--- src/rtl/f_mem_loader.sv ---
// f_mem_loader: streams filter coefficients into the F-vector memory, zero-pads unused taps,
// waits out the read register and holds filter_valid. Optional macro F_MEM_LOADER_CLEAR_EN adds a post-reset CLEAR.
module f_mem_loader #(
   parameter int WIDTH   = 16,
   parameter int SIZE    = 64,
   parameter int LOGSIZE = 6
) (
   input  logic               clk,
   input  logic               reset,
   input  logic               cfg_valid,
   input  logic [LOGSIZE:0]   cfg_taps,
   input  logic [WIDTH-1:0]   s_data_in,
   input  logic               s_valid_in,
   output logic               s_ready_out,
   output logic [WIDTH-1:0]   f_data_out,
   output logic [LOGSIZE-1:0] f_addr_out,
   output logic               f_wr_en_out,
   output logic               filter_valid,
   input  logic               filter_release,
   output logic               busy
);

   // state    | meaning
   // S_IDLE   | waiting for cfg_valid
   // S_LOAD   | accepting coefficients, one write per handshake
   // S_PAD    | writing zeros from the last tap up to SIZE-1
   // S_SETTLE | one idle cycle for the memory's registered read
   // S_READY  | filter_valid held until filter_release
   // S_CLEAR  | zeroing every address after reset (macro builds only)
   typedef enum logic [2:0] {
      S_IDLE,
      S_LOAD,
      S_PAD,
      S_SETTLE,
      S_READY
`ifdef F_MEM_LOADER_CLEAR_EN
      , S_CLEAR
`endif
   } state_t;

   localparam logic [LOGSIZE:0] SIZE_W = (LOGSIZE+1)'(SIZE);
   localparam logic [LOGSIZE:0] LAST_W = (LOGSIZE+1)'(SIZE - 1);
   localparam logic [LOGSIZE:0] ONE_W  = (LOGSIZE+1)'(1);

`ifdef F_MEM_LOADER_CLEAR_EN
   localparam state_t RESET_STATE = S_CLEAR;
`else
   localparam state_t RESET_STATE = S_IDLE;
`endif

   state_t             state_q, state_d;
   logic [LOGSIZE:0]   cnt_q, cnt_d;
   logic [LOGSIZE:0]   taps_q, taps_d;

   always_ff @(posedge clk) begin
      if (reset) begin
         state_q <= RESET_STATE;
         cnt_q   <= '0;
         taps_q  <= SIZE_W;
      end else begin
         state_q <= state_d;
         cnt_q   <= cnt_d;
         taps_q  <= taps_d;
      end
   end

   always_comb begin
      state_d      = state_q;
      cnt_d        = cnt_q;
      taps_d       = taps_q;
      s_ready_out  = 1'b0;
      f_wr_en_out  = 1'b0;
      f_addr_out   = '0;
      f_data_out   = '0;
      filter_valid = 1'b0;
      busy         = 1'b1;

      case (state_q)
         S_IDLE: begin
            busy = 1'b0;
            if (cfg_valid) begin
               // zero and oversize requests both mean a full-length filter
               taps_d  = (cfg_taps == '0 || cfg_taps > SIZE_W) ? SIZE_W : cfg_taps;
               cnt_d   = '0;
               state_d = S_LOAD;
            end
         end
         S_LOAD: begin
            s_ready_out = 1'b1;
            if (s_valid_in) begin
               f_wr_en_out = 1'b1;
               f_addr_out  = cnt_q[LOGSIZE-1:0];
               f_data_out  = s_data_in;
               cnt_d       = cnt_q + ONE_W;
               if (cnt_q == taps_q - ONE_W)
                  state_d = (taps_q < SIZE_W) ? S_PAD : S_SETTLE;
            end
         end
         S_PAD: begin
            f_wr_en_out = 1'b1;
            f_addr_out  = cnt_q[LOGSIZE-1:0];
            cnt_d       = cnt_q + ONE_W;
            if (cnt_q == LAST_W)
               state_d = S_SETTLE;
         end
         S_SETTLE: begin
            state_d = S_READY;
         end
         S_READY: begin
            busy         = 1'b0;
            filter_valid = 1'b1;
            if (filter_release)
               state_d = S_IDLE;
         end
`ifdef F_MEM_LOADER_CLEAR_EN
         S_CLEAR: begin
            f_wr_en_out = 1'b1;
            f_addr_out  = cnt_q[LOGSIZE-1:0];
            cnt_d       = cnt_q + ONE_W;
            if (cnt_q == LAST_W) begin
               cnt_d   = '0;
               state_d = S_IDLE;
            end
         end
`endif
         default: begin
            state_d = S_IDLE;
            cnt_d   = '0;
         end
      endcase
   end

endmodule

--- config.mk ---
export PLATFORM = sky130hd
export DESIGN_NAME = f_mem_loader
export DESIGN_NICKNAME = d
export VERILOG_FILES = /design/src/rtl/f_mem_loader.sv
export SDC_FILE = /design/constraint.sdc
export NUM_CORES = 1
export LEC_CHECK = 0
export ABC_AREA = 1
export CAP_MARGIN = 5
export CORE_MARGIN = 5
export CORE_UTILIZATION = 40
export CTS_BUF_LIST = sky130_fd_sc_hd__clkbuf_2 sky130_fd_sc_hd__clkbuf_4 sky130_fd_sc_hd__clkbuf_8
export CTS_CLUSTER_SIZE = 28
export DETAILED_ROUTE_END_ITERATION = 6
export DONT_BUFFER_PORTS = 1
export PLACE_DENSITY = 0.5
export SYNTH_ARGS = -nofsm -noshare
export SYNTH_HDL_FRONTEND = slang
export SYNTH_SLANG_ARGS = --single-unit
--- constraint.sdc ---
create_clock -name clk -period 1.8 [get_ports clk]
set_input_delay 0.18 -clock clk [delete_from_list [all_inputs] [get_ports clk]]
set_output_delay 0.18 -clock clk [all_outputs]
set_load 0.005 [all_outputs]
==> run metrics <==
CP max stage cell dfxtp_2; area delta synth->final 9.20%; Final ANT Viol Nets 0; htree depth 1; Max rail drop VDD 0.798 mV; Rows 20; Design Area, Final 1430 sq um; DR iter-0 viols 52; Detail Route met2 WL 1630 um; post-DR wirelength/cell 13.4 um; largest net degree at the start of global routing 18; clk slew on worst S/H paths 0.11 ns; Root Buffer clkbuf_4; Pwr Total 0.00196 W; Netlist cell types 30; min Tclk post-route 1.67 ns; Final setup viols 0; most frequent CP cell nand2_1; DR DRC count 0; hold_sp reset; clock skew 0.00233 ns; P_int 0.000945 W; critical path, cell by cell inv_1 -> ha_1 -> nand2_1 -> inv_1 -> nor2_1 -> nand2_1 -> nor2_1 -> nand3_1 -> o21bai_1 -> nand2_1 -> nand2_1 -> nand2_1 -> nor2_1; CP Launch Point taps_q[1]$_SDFFE_PP0P_; switching pwr 0.00101 W; total track usage 0.157; DPL Wire Length 2800 um; worst setup path class register to register; met3 wire len 226 um; CTS tree done; Final Cycle Share 0.927; Reg-to-Reg Start taps_q[1]$_SDFFE_PP0P_; Worst R2R End state_q[0]$_SDFFE_PP0P_; switching share of power 0.517; sequential-to-total area share from yosys stat 0.261; flop2flop setup slack 0.13 ns; synthesized flop and latch total 17; first-pass GRT wire length 5430 um; Max Freq 599 MHz; # nets final 250; share of cells above drive strength 1 0.178; RSZ-0062 raised after global routing true; hold depth 2; core area 3100 sq um; Via density 5.12; Pwr Density 1370 nW/um^2; Synth Area per Inst 6.07 sq um; Arrival @ worst endpoint 1.91 ns; via count 1346; violated checks hold timing; Synth Flop Type dfxtp_1; Pleak 0.652 nW; Cells after Synth 215; Post-DP Area 1360 sq um; Final Max Tran Viols 0; Slew @ Worst Pin 0.415 ns; Worst R2R Path Depth 13; diodes inserted 0; top post-synthesis cells by area dfxtp_1 (26%), nand2_1 (18%), nor2_1 (12%), inv_1 (7.5%), a21oi_1 (5.0%); GP Congestion 0.875; clock share of power 0.110; EDFF count, synth 0; Critical Path End Type register; die area 4510 sq um; grt ovf 0; Mapped Area 1310 sq um; initial antenna violation count 0; worst min-delay path class input port to register; slowest stage delay, CP 0.35 ns; number of global-route vias before repair 1241; insertion delay to the later sink of the worst-skew pair 0.30 ns; Worst Hold End taps_q[6]$_SDFFE_PP1P_; CP startpoint kind register; Hold Slack -0.000114 ns; overall routed net length 3530 um; Comb pwr share 0.597; Setup Slack @ Placement 0.110 ns; clock sink count 17; IO Pins 54; slew margin rel. 0.723; Synth Warn # 0; Commonest cells post-synth nand2_1 (61), nor2_1 (40), inv_1 (26); top sig layer met4; outcome finished with violations; Seq pwr share 0.294; hold violation count in the final report 1; count leader, synth nand2_1; Final Util 0.459; Synth area leader dfxtp_1; maxcap violations 0; Post-Syn Nets 245; 1st-pass router iterations 4; CTS max path bufs 2; CTS buffer count 3; wl on met1 1650 um; Required @ worst endpoint 2.04 ns; die width 67.1 um; DIE HEIGHT 67.1 um; fin worst setup slack 0.131 ns; number of I/O port buffers 0; fillers 351; Starting Density 0.421; Post-synth ARST share 0; Worst Path Max Fanout 2; share of the synthesized area in the top cell type 0.261
[cells by family (layout without fill, tap and decap cells)]
kind of cell             Yosys count  after routing  share of synthesized area
AO/OA/AOI/OAI                     28             28                      0.135
XOR/XNOR                           1              1                    0.00671
AND/OR/NAND/NOR                  134            134                      0.480
adder cells (fa/ha/maj)            2              2                     0.0192
flip-flops                        17             17                      0.261
buffers and inverters             33             37                     0.0978
[metrics by stage]
step                instances  setup TNS (ns)
floorplan                 215               0
global placement          257               0
detailed placement        257               0
CTS                       262               0
global route              263         -0.0684
finish                    263               0
[flip-flops by register name (all words and copies together), names as in the netlist]
signal	cells
state_q	3
taps_q	7
cnt_q	7
[repair_timing]
item / in CTS / in global routing
hold buffers: 1 / 0
resized for setup: 0 / 12
setup endpoints to repair: 0 / 9
hold endpoints to repair: 5 / 0
setup buffers: 0 / 1
[power by group through the flow]
stage	clock network (W)	logic, W	registers, W
global placement	0	0.00112	0.000568
CTS	0.000227	0.00114	0.000560
finish	0.000214	0.00117	0.000575
global route	0.000242	0.00133	0.000585
detailed placement	0	0.00113	0.000566
floorplan	0	0.000929	0.000543
[layer usage]
| metal | track usage | up-vias |
|---|---|---|
| met2 | 0.263 | 42 |
| met5 | 0 | - |
| met4 | 0.0228 | 0 |
| li1 | - | 695 |
| met3 | 0.0422 | 2 |
| met1 | 0.204 | 607 |
[placed cells by master (no fill, tap or decap), types with 3 or more instances in the layout]
cell      instances
nor2_1           35
dfxtp_1          13
nor3_2            4
o21ai_0           6
nand2_1          61
nor2_2            7
dfxtp_2           3
inv_1            25
a211oi_1          4
a21oi_1          13
inv_2             4
nand2_2           4
nand3_1          11
clkbuf_4          3
[how the worst max path moves through the flow]
stage                              end  cells past startpoint
2_1_floorplan  state_q[0]$_SDFFE_PP0P_                     12
3_3_place_gp   state_q[0]$_SDFFE_PP0P_                     12
3_5_place_dp   state_q[0]$_SDFFE_PP0P_                     13
4_1_cts                  f_addr_out[2]                      5
5_1_grt        state_q[0]$_SDFFE_PP0P_                     13
6_report       state_q[0]$_SDFFE_PP0P_                     13
[final cells by class]
type / instances / area [sq um] / area share
inverter: 30 / 115 / 0.0808
sequential: 17 / 348 / 0.244
tap: 44 / 55.1 / 0.0386
timing repair buffer: 3 / 25.0 / 0.0176
clock buffer: 3 / 22.5 / 0.0158
clock inverter: 1 / 5.00 / 0.00351
multi-input combinational: 165 / 855 / 0.600
[critical path: cells and delay by family (launching register included)]
kind,cells,cell delay (ns)
compound gates,1,0.19
fa+ha+maj,1,0.30
buf+inv,2,0.08
flops,1,0.35
simple gates,9,0.69
No activity file was read; power rests on OpenSTA's default activity.
